## src/rtl/intel_vvp_exposure_fusion_pkg.sv

```systemverilog
// Shared types and helpers for the dual-exposure deinterleave path.
// Latency: n/a (package only).
// Backpressure: n/a (package only).
package intel_vvp_exposure_fusion_pkg;

   // Deinterleaver control states: hunting for a frame start, or routing lines.
   typedef enum logic {
      ST_WAIT_SOF = 1'b0,
      ST_ACTIVE   = 1'b1
   } dil_state_e;

   // tuser bit that flags the first beat of a frame.
   localparam int TUSER_SOF_BIT = 0;

   // AXI4-Stream data width: each pixel padded up to whole bytes, times pixels per beat.
   function automatic int axis_width(input int planes, input int bps, input int pip);
      return ((planes * bps + 7) / 8 * 8) * pip;
   endfunction

endpackage

```

## src/rtl/intel_vvp_exposure_deinterleave_slice.sv

```systemverilog
// One-entry output register slice for a single exposure stream.
// Latency: 1 cycle from load to tvalid.
// Backpressure: holds its beat stable while tready is low; caller loads only when empty or draining.
module intel_vvp_exposure_deinterleave_slice #(
   parameter int DATA_W = 32,
   parameter int USER_W = 4
) (
   input  logic              clk_i,
   input  logic              rst_i,
   input  logic              load_i,
   input  logic [DATA_W-1:0] tdata_i,
   input  logic              tlast_i,
   input  logic [USER_W-1:0] tuser_i,
   input  logic              tready_i,
   output logic              tvalid_o,
   output logic [DATA_W-1:0] tdata_o,
   output logic              tlast_o,
   output logic [USER_W-1:0] tuser_o
);

   logic              vld_q;
   logic [DATA_W-1:0] data_q;
   logic              last_q;
   logic [USER_W-1:0] user_q;

   // Occupancy: a new load wins over a drain, so back-to-back beats stream at full rate.
   always_ff @(posedge clk_i) begin
      if (rst_i) begin
         vld_q <= 1'b0;
      end else if (load_i) begin
         vld_q <= 1'b1;
      end else if (tready_i) begin
         vld_q <= 1'b0;
      end
   end

   // Payload is captured only on load, which keeps it frozen while the consumer stalls.
   always_ff @(posedge clk_i) begin
      if (load_i) begin
         data_q <= tdata_i;
         last_q <= tlast_i;
         user_q <= tuser_i;
      end
   end

   assign tvalid_o = vld_q;
   assign tdata_o  = data_q;
   assign tlast_o  = last_q;
   assign tuser_o  = user_q;

endmodule

```

## src/rtl/intel_vvp_exposure_deinterleave.sv

```systemverilog
// Splits a line-interleaved dual-exposure video stream into long (out_0) and short (out_1) streams.
// Latency: 1 cycle from input acceptance to output tvalid.
// Backpressure: input stalls only when the slice the current beat targets is full and not draining.
module intel_vvp_exposure_deinterleave
   import intel_vvp_exposure_fusion_pkg::*;
#(
   parameter int NUMBER_OF_COLOR_PLANES = 1,
   parameter int PIXELS_IN_PARALLEL     = 2,
   parameter int BPS                    = 12,
   parameter int C_FIRST_LINE_EXPOSURE  = 0,
   localparam int C_AXIS_WIDTH  = axis_width(NUMBER_OF_COLOR_PLANES, BPS, PIXELS_IN_PARALLEL),
   localparam int C_TUSER_WIDTH = C_AXIS_WIDTH / 8
) (
   input  logic                     main_clock,
   input  logic                     main_reset,

   input  logic [C_AXIS_WIDTH-1:0]  axi4s_vid_in_tdata,
   input  logic                     axi4s_vid_in_tlast,
   input  logic [C_TUSER_WIDTH-1:0] axi4s_vid_in_tuser,
   input  logic                     axi4s_vid_in_tvalid,
   output logic                     axi4s_vid_in_tready,

   output logic [C_AXIS_WIDTH-1:0]  axi4s_vid_out_0_tdata,
   output logic                     axi4s_vid_out_0_tlast,
   output logic [C_TUSER_WIDTH-1:0] axi4s_vid_out_0_tuser,
   output logic                     axi4s_vid_out_0_tvalid,
   input  logic                     axi4s_vid_out_0_tready,

   output logic [C_AXIS_WIDTH-1:0]  axi4s_vid_out_1_tdata,
   output logic                     axi4s_vid_out_1_tlast,
   output logic [C_TUSER_WIDTH-1:0] axi4s_vid_out_1_tuser,
   output logic                     axi4s_vid_out_1_tvalid,
   input  logic                     axi4s_vid_out_1_tready,

   output logic                     status_sof_error
);

   localparam logic FIRST_SEL = (C_FIRST_LINE_EXPOSURE != 0);

   dil_state_e               state_q, state_d;
   logic                     sel_q, sel_d;
   logic [1:0]               pend_q, pend_d;
   logic                     first_beat_q, first_beat_d;
   logic                     err_q, err_d;

   logic                     in_sof;
   logic                     route_sel;
   logic                     accept;
   logic [1:0]               pend_nxt;
   logic [1:0]               load;
   logic [1:0]               slc_vld;
   logic [1:0]               slc_rdy;
   logic [C_TUSER_WIDTH-1:0] fwd_user;

   assign in_sof  = axi4s_vid_in_tuser[TUSER_SOF_BIT];
   assign slc_rdy = {axi4s_vid_out_1_tready, axi4s_vid_out_0_tready};

   // An SOF beat always restarts on the first-line output, so readiness is judged against
   // the output this beat will actually land in (decided by tuser, never by tvalid).
   assign route_sel = in_sof ? FIRST_SEL : sel_q;

   // Control state register.
   always_ff @(posedge main_clock) begin
      if (main_reset) begin
         state_q      <= ST_WAIT_SOF;
         sel_q        <= FIRST_SEL;
         pend_q       <= 2'b00;
         first_beat_q <= 1'b1;
         err_q        <= 1'b0;
      end else begin
         state_q      <= state_d;
         sel_q        <= sel_d;
         pend_q       <= pend_d;
         first_beat_q <= first_beat_d;
         err_q        <= err_d;
      end
   end

   // Next-state, input ready, slice loads and forwarded SOF flag.
   always_comb begin
      state_d             = state_q;
      sel_d               = sel_q;
      pend_d              = pend_q;
      pend_nxt            = pend_q;
      first_beat_d        = first_beat_q;
      err_d               = 1'b0;
      load                = 2'b00;
      axi4s_vid_in_tready = 1'b0;
      fwd_user            = axi4s_vid_in_tuser;

      case (state_q)
         ST_WAIT_SOF: axi4s_vid_in_tready = 1'b1;
         ST_ACTIVE:   axi4s_vid_in_tready = !slc_vld[route_sel] || slc_rdy[route_sel];
         default:     axi4s_vid_in_tready = 1'b0;
      endcase
      if (main_reset) begin
         axi4s_vid_in_tready = 1'b0;
      end

      accept = axi4s_vid_in_tvalid && axi4s_vid_in_tready;

      // Beats before the first SOF are swallowed; everything after is routed.
      if (accept && ((state_q == ST_ACTIVE) || in_sof)) begin
         load[route_sel] = 1'b1;
         if (in_sof) begin
            state_d  = ST_ACTIVE;
            // An SOF landing mid-line means the previous line was cut short.
            err_d    = (state_q == ST_ACTIVE) && !first_beat_q;
            pend_nxt = 2'b11;
         end
         fwd_user[TUSER_SOF_BIT] = pend_nxt[route_sel];
         pend_d                  = pend_nxt;
         pend_d[route_sel]       = 1'b0;
         sel_d                   = route_sel ^ axi4s_vid_in_tlast;
         first_beat_d            = axi4s_vid_in_tlast;
      end
   end

   assign status_sof_error = err_q;

   intel_vvp_exposure_deinterleave_slice #(
      .DATA_W (C_AXIS_WIDTH),
      .USER_W (C_TUSER_WIDTH)
   ) u_slice_0 (
      .clk_i    (main_clock),
      .rst_i    (main_reset),
      .load_i   (load[0]),
      .tdata_i  (axi4s_vid_in_tdata),
      .tlast_i  (axi4s_vid_in_tlast),
      .tuser_i  (fwd_user),
      .tready_i (axi4s_vid_out_0_tready),
      .tvalid_o (slc_vld[0]),
      .tdata_o  (axi4s_vid_out_0_tdata),
      .tlast_o  (axi4s_vid_out_0_tlast),
      .tuser_o  (axi4s_vid_out_0_tuser)
   );

   intel_vvp_exposure_deinterleave_slice #(
      .DATA_W (C_AXIS_WIDTH),
      .USER_W (C_TUSER_WIDTH)
   ) u_slice_1 (
      .clk_i    (main_clock),
      .rst_i    (main_reset),
      .load_i   (load[1]),
      .tdata_i  (axi4s_vid_in_tdata),
      .tlast_i  (axi4s_vid_in_tlast),
      .tuser_i  (fwd_user),
      .tready_i (axi4s_vid_out_1_tready),
      .tvalid_o (slc_vld[1]),
      .tdata_o  (axi4s_vid_out_1_tdata),
      .tlast_o  (axi4s_vid_out_1_tlast),
      .tuser_o  (axi4s_vid_out_1_tuser)
   );

   assign axi4s_vid_out_0_tvalid = slc_vld[0];
   assign axi4s_vid_out_1_tvalid = slc_vld[1];

endmodule

```

## config.mk

```make
export PLATFORM = sky130hd
export DESIGN_NAME = intel_vvp_exposure_deinterleave
export DESIGN_NICKNAME = d
export VERILOG_FILES = /design/src/rtl/intel_vvp_exposure_fusion_pkg.sv /design/src/rtl/intel_vvp_exposure_deinterleave_slice.sv /design/src/rtl/intel_vvp_exposure_deinterleave.sv
export SDC_FILE = /design/constraint.sdc
export NUM_CORES = 1
export LEC_CHECK = 0
export ABC_AREA = 1
export CAP_MARGIN = 5
export CORE_MARGIN = 1.5
export CORE_UTILIZATION = 37
export DETAILED_ROUTE_END_ITERATION = 8
export PLACE_DENSITY = 0.84
export SLEW_MARGIN = 30
export SYNTH_ARGS = -nofsm -noshare
export SYNTH_HDL_FRONTEND = slang
export SYNTH_HIERARCHICAL = 1
export SYNTH_SLANG_ARGS = --single-unit
export TNS_END_PERCENT = 30
```

## constraint.sdc

```tcl
create_clock -name main_clock -period 3.4 [get_ports main_clock]
set_clock_uncertainty 0.2 [all_clocks]
set_input_delay 0.68 -clock main_clock [delete_from_list [all_inputs] [get_ports main_clock]]
set_output_delay 0.68 -clock main_clock [all_outputs]
set_load 0.01 [all_outputs]
```

==> results of run 1 <==
flip-flops by register name, summed over array words and instances (netlist names):
register            flops
status_sof_error        1
u_slice_0/tvalid_o      1
u_slice_1/tvalid_o      1
pend_q                  2
sel_q                   1
first_beat_q            1
u_slice_1/tlast_o       1
u_slice_0/tuser_o       4
u_slice_0/tlast_o       1
u_slice_0/tdata_o      32
u_slice_1/tuser_o       4
u_slice_1/tdata_o      32
state_q                 1
placed cells by master (no fill, tap or decap), drive strengths merged, types with 2 or more instances in the layout:
cell type      instances
edfxtp                74
clkinv                 2
buf                    5
dfxtp                  8
bufinv                 3
nand3                  3
nand4                  2
a21oi                  5
o21ai                  4
clkdlybuf4s50        119
inv                   14
nor2                   6
clkbuf                10
nand2                 15
worst max-delay path, cell delays in order:
cell and delay (ps):
clkdlybuf4s50_1 470, nor2_2 290, nand2_2 100, nand3_4 100, nand2_1 60, inv_1 60
clkdlybuf4s50_1 520
where the power goes:
| group | total (W) | leakage, nW | internal [W] | switching (W) |
|---|---|---|---|---|
| registers | 0.00113 | 0.738 | 0.00112 | 0.00000685 |
| clock network | 0.000757 | 0.107 | 0.000417 | 0.000340 |
| logic | 0.000132 | 0.630 | 0.0000792 | 0.0000529 |
| total | 0.00202 | 1.47 | 0.00162 | 0.000400 |
metal layers:
metal | up-vias | track usage (%) | share of wire (%) | wire, µm
li1 | 767 | - | - | -
met1 | 757 | 15.5 | 38 | 2060
met2 | 87 | 25.1 | 51 | 2780
met3 | 12 | 5.09 | 9.6 | 526
met4 | 0 | 5.97 | 1.9 | 104
met5 | - | 0 | 0 | 0
logic make-up (layout without fill, tap and decap cells):
family | Yosys count | after routing
compound gates | 12 | 12
flops | 82 | 82
buf+inv | 14 | 154
simple gates | 27 | 27
Yosys cell counts, types with 2 or more instances:
cell type	count	area share, %
edfxtp_1	74	83
inv_1	12	1.7
nand2_1	12	1.7
dfxtp_1	8	6.0
nor2_1	5	0.70
a21oi_1	3	0.56
nand2_2	3	0.70
o21ai_1	3	0.56
a21oi_2	2	0.65
nand3_4	2	1.3
nand4_1	2	0.47
through the flow:
stage	setup WS (ps)	hold slack (ps)	utilization [%]	std cells
4_1_cts	222	274	61.7	371
3_3_place_gp	290	275	58.5	355
2_1_floorplan	19.4	235	-	135
6_report	239	272	61.7	371
3_5_place_dp	223	262	58.5	355
5_1_grt	124	298	61.7	371
area by class of cell:
| cell class | count | area [µm²] |
|---|---|---|
| clock buffer | 10 | 128 |
| clock inverter | 6 | 90.1 |
| fill | 528 | 2650 |
| inverter | 14 | 66.3 |
| multi-input combinational | 39 | 245 |
| sequential | 82 | 2380 |
| tap | 96 | 120 |
| timing repair buffer | 124 | 1230 |
worst max path at each step:
stage	end	depth (start not counted)	slack, ps	startpoint
2_1_floorplan	u_slice_0/tdata_o[0]$_DFFE_PP_	5	20	axi4s_vid_in_tuser[0]
3_3_place_gp	axi4s_vid_in_tready	7	290	axi4s_vid_in_tuser[0]
4_1_cts	axi4s_vid_in_tready	7	220	axi4s_vid_in_tuser[0]
6_report	axi4s_vid_in_tready	7	240	axi4s_vid_in_tuser[0]
3_5_place_dp	axi4s_vid_in_tready	7	220	axi4s_vid_in_tuser[0]
5_1_grt	axi4s_vid_in_tready	7	120	axi4s_vid_in_tuser[0]
==> results.cfg, run 1 <==
[pwr]
ir_drop_uv = 174
design_power_total_w = 0.00202
leakagePower_nw = 1.47
power_density_nw_per_um2 = 473

[sta]
fin_setup_tns_ps = 0
hold_viol_final = 0
fmax_mhz = 316
max_slew.worst_pin.slew_ps = 320
setup_viol = 0
rsz0062_at_grt = no
drv_slew = 0
slew_headroom_pct = 78.6
post-route-min-period_ps = 3160
period_share_pct = 93.0

[drt]
drtAntennaViolNets = 0
vias = 1623
routedWlPerCell_um = 14.7
drc = 0
dr.pass1.iters = 4
routed_via_density = 4.37
finalWirelength_mm = 5.47
drt_iter0_drc = 34

[critical_path]
worstReg2RegStart = sel_q$_SDFFE_PP0N_
path_class = in -> out
critPathLaunchType = input pin
r2r-end = u_slice_0/tdata_o[0]$_DFFE_PP_
ff2ff_setup_slack_ps = 1330
worst-r2r-cell-count = 7
crit_required_ps = 2520
worst-endpoint-arrival_ps = 2280
crit_fanout = 4
cp-end-kind = primary output

[finish]
drive_gt1_share_pct = 12.7
final_area_um2 = 4260
diodes = 0
syn2layout_area_growth_pct = 59.0
fin_nets = 312

[hold_path]
min_path_type = reg -> reg
holdPathEnd = pend_q[1]$_SDFFE_PP0N_
hold_path.startpoint = pend_q[1]$_SDFFE_PP0N_
hold_depth = 2

[yosys]
ys_types = 20
synth_xor_area_share_pct = 0
synth_fa_ha_area_share_pct = 0
synth_top_family_by_area = simple AND/OR/NAND/NOR gates
avgSynthCellArea_um2 = 19.8
async_reset_ff_share_pct = 0
syn_area_um2 = 2680
synth-simple-area-share_pct = 5.65
yosys_warnings = 6
ys_ff_latch = 82
yosysSeqAreaShare_pct = 88.9
synth.area.mux_share_pct = 0
synth_edf_count = 74
syn_inst = 135
synthesis.nets = 177
ys.flop_type = edfxtp_1
synth_compound_area_share_pct = 2.94

[placement]
hpwl_mm = 3.93
gp_congestion = 0.781
dpl_cell_area_um2 = 4040
io_buffers = 119

[global_route]
grt_pass1_vias = 1623
grt_antenna_before_repair = 0
grt_max_degree = 23
gr-total-overflow = 0
grt_pass1_wl_mm = 8.07
track_usage_pct = 14.2

[clock_network]
cts_sinks = 82
post_cts_buffers = 0
clkTransAtPathRegs_ps = 80
clock-root-buffer = clkbuf_8
clk_latency_ps = 330
cts_htree_levels = 3
cts_tree = done
ctsHoldBuffers = 0
clock_path_buffers = 2
cts_buffers = 9
cts_resized = 0

[floorplan]
die-width_um = 88.1
die_area_um2 = 7760
io_pins = 120
coreArea_um2 = 6910
row_count = 30
die_y_um = 88.1
start_util_pct = 38.8

[flow_run]
drv_cap = 0

[run_status]
outcome = finished clean
Power figures use the tool's default switching activity.
==> run 2: changes to the inputs <==
--- a/config.mk
+++ b/config.mk
@@ -8,9 +8,10 @@
 export ABC_AREA = 1
 export CAP_MARGIN = 5
 export CORE_MARGIN = 1.5
-export CORE_UTILIZATION = 37
+export CORE_UTILIZATION = 39
+export CTS_BUF_LIST = sky130_fd_sc_hd__clkbuf_4
 export DETAILED_ROUTE_END_ITERATION = 8
-export PLACE_DENSITY = 0.84
+export PLACE_DENSITY = 0.88
 export SLEW_MARGIN = 30
 export SYNTH_ARGS = -nofsm -noshare
 export SYNTH_HDL_FRONTEND = slang
==> run 2 against run 1 <==
  * Sequential power is essentially flat
  * Sequential share of layout area is 1.1 points higher
  * Routed wire length is 3.5% lower
==> results.cfg, run 2 (synthesis gave the netlist of run 1 again) <==
[run_status]
outcome = finished clean

[clock_network]
clock-root-buffer = clkbuf_4
cts_tree = done
clk_latency_ps = 400
cts_buffers = 9
ctsHoldBuffers = 0
post_cts_buffers = 0
cts_htree_levels = 3
clock_path_buffers = 2
cts_sinks = 82
cts_resized = 0
clkTransAtPathRegs_ps = 120

[critical_path]
crit_fanout = 7
crit_required_ps = 2520
crit_path_max_incr_delay_ps = 540
path_buf_inv = 3
worst-r2r-cell-count = 7
worst-endpoint-arrival_ps = 2350
path_cells = clkdlybuf4s50_1 > nor2_2 > nand2_2 > nand3_4 > nand2_1 > inv_1 > clkdlybuf4s50_1
critPathMostFrequentCell = clkdlybuf4s50_1
critPathLaunchType = input pin
r2r-end = u_slice_1/tdata_o[10]$_DFFE_PP_
ff2ff_setup_slack_ps = 1390
cp_top_family = buffers and inverters
critPathSlowestCell = clkdlybuf4s50_1
path_class = in -> out
worstReg2RegStart = sel_q$_SDFFE_PP0N_
cp-end-kind = primary output

[sta]
period_share_pct = 95.1
post-route-min-period_ps = 3230
setup_viol = 0
fmax_mhz = 309
max_slew.worst_pin.slew_ps = 299
hold_viol_final = 0
slew_headroom_pct = 80.0
fin_setup_tns_ps = 0
rsz0062_at_grt = no
drv_slew = 0

[drt]
drt_iter0_drc = 80
vias = 1614
routed_via_density = 4.56
dr.pass1.iters = 4
drc = 0
drtAntennaViolNets = 0
routedWlPerCell_um = 14.9
finalWirelength_mm = 5.28

[pwr]
leakagePower_nw = 1.45
power_density_nw_per_um2 = 451
ir_drop_uv = 234

[floorplan]
start_util_pct = 39.9
die-width_um = 85.9
io_pins = 120
row_count = 30
die_area_um2 = 7380
die_y_um = 85.9
coreArea_um2 = 6720

[finish]
diodes = 0
fin_nets = 311
fin_cells = 354
drive_gt1_share_pct = 12.4
mostFrequentLayoutCells = clkdlybuf4s50_1 (119), edfxtp_1 (74), inv_1 (12), nand2_1 (12), clkbuf_4 (10)
syn2layout_area_growth_pct = 56.0
layout_commonest_cell = clkdlybuf4s50_1
final_util_pct = 62.2

[flow_run]
drv_cap = 0

[placement]
gp_congestion = 0.858
io_buffers = 119
post-place-cells = 338
hpwl_mm = 3.81

[hold_path]
holdPathEnd = pend_q[1]$_SDFFE_PP0N_
hold_path.startpoint = pend_q[1]$_SDFFE_PP0N_
min_path_type = reg -> reg
hold_depth = 2

[global_route]
grt_pass1_wl_mm = 7.87
track_usage_pct = 14.6
grt_antenna_before_repair = 0
grt_max_degree = 21
grt_pass1_vias = 1593
gr-total-overflow = 0
## run 2: changes by cell type in the layout (fill, tap and decap cells not counted)
cell | previous run | this run
clkbuf_4 | 0 | 10
clkbuf_8 | 9 | 0
buf_4 | 5 | 4
clkbuf_1 | 1 | 0
clkinv_1 | 0 | 1
clkinv_2 | 1 | 0
## run 2: worst max-delay path by stage
stage / cells after the start / startpoint / to / slack [ps]
3_5_place_dp: 7 / axi4s_vid_in_tuser[0] / axi4s_vid_in_tready / 160
4_1_cts: 7 / axi4s_vid_in_tuser[0] / axi4s_vid_in_tready / 150
5_1_grt: 7 / axi4s_vid_in_tuser[0] / axi4s_vid_in_tready / 60
2_1_floorplan: 5 / axi4s_vid_in_tuser[0] / u_slice_0/tdata_o[0]$_DFFE_PP_ / 20
3_3_place_gp: 7 / axi4s_vid_in_tuser[0] / axi4s_vid_in_tready / 200
6_report: 7 / axi4s_vid_in_tuser[0] / axi4s_vid_in_tready / 170
## run 2: area by class of cell
class | instances | area, µm²
fillers | 504 | 2540
flip-flops and latches | 82 | 2380
repair buffers | 123 | 1220
multi-input cells | 39 | 245
well taps | 80 | 100
clock inverters | 6 | 88.8
clock buffers | 10 | 75.1
inverters | 14 | 66.3
## run 2: routing by layer
layer	up-vias	wire, µm	global-route usage (%)	part of all wire (%)
met3	10	296	4.04	5.6
met1	772	2000	15.2	38
met5	-	0	0	0
met2	66	2900	27.0	55
li1	766	-	-	-
met4	0	80	7.04	1.5
## run 2: metrics by stage
step | hold slack, ps | power [W] | cell area [µm²] | worst slack [ps]
floorplan | 235 | 0.00118 | 2680 | 19.4
global placement | 260 | 0.00128 | 4020 | 200
detailed placement | 271 | 0.00128 | 4020 | 164
CTS | 288 | 0.00190 | 4180 | 153
global route | 299 | 0.00195 | 4180 | 58.2
finish | 280 | 0.00188 | 4180 | 165
## run 2: worst min-delay path: stages (launching register included)
cell	delay, ps
dfxtp_1	330
nand2_1	60
a21oi_1	50
## run 2: power breakdown
group	switching (W)	internal [W]	leakage, nW
registers	0.00000678	0.00112	0.738
logic	0.0000523	0.0000784	0.625
clock network	0.000318	0.000308	0.0846
total	0.000378	0.00151	1.45
==> run 3: changes to the inputs <==
--- a/config.mk
+++ b/config.mk
@@ -12,6 +12,7 @@
 export CTS_BUF_LIST = sky130_fd_sc_hd__clkbuf_4
 export DETAILED_ROUTE_END_ITERATION = 8
 export PLACE_DENSITY = 0.88
+export SETUP_SLACK_MARGIN = 0.1
 export SLEW_MARGIN = 30
 export SYNTH_ARGS = -nofsm -noshare
 export SYNTH_HDL_FRONTEND = slang
==> constraint.sdc (replaced) <==
create_clock -name main_clock -period 3.4 [get_ports main_clock]
set_clock_uncertainty 0.2 [all_clocks]
set_input_delay 0.68 -clock main_clock [delete_from_list [all_inputs] [get_ports main_clock]]
set_output_delay 0.68 -clock main_clock [all_outputs]
set_load 0.05 [all_outputs]
==> run 3 against run 2 <==
  * Core utilization is 0.47 points higher
  * Flip-flop and latch count stayed put
  * Setup slack improved by 320 ps
  * Final area is 0.75% higher
  * Routed wire length rose by 3.3%
  * Maximum frequency rose by 11%
  * Critical path type unchanged
  * Critical endpoint unchanged
==> results.cfg, run 3 (synthesis gave the netlist of run 1 again) <==
[floorplan]
start_util_pct = 39.9
die_area_um2 = 7380
die-width_um = 85.9
coreArea_um2 = 6720
row_count = 30
io_pins = 120
die_y_um = 85.9

[hold_path]
min_path_type = reg -> reg

[sta]
hold_viol_final = 0
drv_slew = 0
rsz0062_at_grt = no
slew_headroom_pct = 64.5
holdWs_ps = 270
fmax_mhz = 343
fin_setup_tns_ps = 0
period_share_pct = 85.7
setup_viol = 0
max_slew.worst_pin.slew_ps = 531
post-route-min-period_ps = 2910

[flow_run]
drv_cap = 0

[pwr]
ir_drop_uv = 224
power_density_nw_per_um2 = 476
leakagePower_nw = 1.47

[global_route]
grt_antenna_before_repair = 0
grt_max_degree = 21
gr-total-overflow = 0
grt_pass1_vias = 1626
track_usage_pct = 15.2
grt_pass1_wl_mm = 8.19

[clock_network]
cts_sinks = 82
cts_tree = done
cts_resized = 0
clock-root-buffer = clkbuf_4
post_cts_buffers = 0
cts_htree_levels = 3
clkTransAtPathRegs_ps = 120
ctsHoldBuffers = 0
cts_buffers = 9
clock_path_buffers = 2
clk_latency_ps = 400

[finish]
drive_gt1_share_pct = 13.1
mostFrequentLayoutCells = clkdlybuf4s50_1 (118), edfxtp_1 (74), inv_1 (12), nand2_1 (12), clkbuf_4 (11)
diodes = 0
fin_nets = 311
nFillCells = 476
final_util_pct = 62.7
layout_commonest_cell = clkdlybuf4s50_1
syn2layout_area_growth_pct = 57.2

[drt]
vias = 1642
routed_via_density = 4.64
dr.pass1.iters = 4
drt_iter0_drc = 54
drc = 0
routedWlPerCell_um = 15.4
finalWirelength_mm = 5.45
drtAntennaViolNets = 0

[critical_path]
ff2ff_setup_slack_ps = 1370
critPathLaunchType = input pin
crit_fanout = 7
worst-endpoint-arrival_ps = 2030
path_class = in -> out
cp-end-kind = primary output
crit_required_ps = 2520

[placement]
gp_congestion = 0.813
io_buffers = 119
hpwl_mm = 4.01

[run_status]
outcome = finished clean
-- run 3: final timing paths --
| check | startpoint | endpoint | cells past startpoint |
|---|---|---|---|
| worst max-delay path | axi4s_vid_in_tuser[0] | axi4s_vid_in_tready | 7 |
| worst min-delay path | pend_q[1]$_SDFFE_PP0N_ | pend_q[1]$_SDFFE_PP0N_ | 2 |
| worst max register to register | sel_q$_SDFFE_PP0N_ | u_slice_0/tdata_o[5]$_DFFE_PP_ | 7 |
| worst min register to register | pend_q[1]$_SDFFE_PP0N_ | pend_q[1]$_SDFFE_PP0N_ | 2 |
-- run 3: critical path: stages --
cell	delay (ps)
clkdlybuf4s50_1	550
nor2_2	310
nand2_2	100
nand3_4	100
nand2_1	60
inv_1	90
buf_12	140
-- run 3: layer usage --
metal | vias to the layer above | GRT usage [%] | wire, µm
met5 | - | 0 | 0
met1 | 799 | 16.1 | 1970
li1 | 764 | - | -
met4 | 0 | 4.84 | 55
met2 | 73 | 27.2 | 3020
met3 | 6 | 6.54 | 406
-- run 3: final cells by class --
class	instances	area, µm²	share of cell area [%]
well taps	80	100	2.38
flip-flops and latches	82	2380	56.6
multi-input cells	39	245	5.82
inverters	14	66.3	1.58
clock inverters	5	103	2.44
clock buffers	11	82.6	1.96
repair buffers	123	1230	29.2
-- run 3: report_power, final --
group          switching [W]  total, W  internal, W
clock               0.000306  0.000694     0.000388
sequential        0.00000746   0.00113      0.00112
combinational       0.000103  0.000183    0.0000796
-- run 3: metrics by stage --
| step | cell area [µm²] | setup slack [ps] | total power, W | cells |
|---|---|---|---|---|
| detailed placement | 4030 | 497 | 0.00133 | 338 |
| floorplan | 2680 | 19.4 | 0.00123 | 135 |
| global placement | 4030 | 532 | 0.00133 | 338 |
| finish | 4210 | 486 | 0.00200 | 354 |
| CTS | 4210 | 496 | 0.00202 | 354 |
| global route | 4210 | 389 | 0.00208 | 354 |
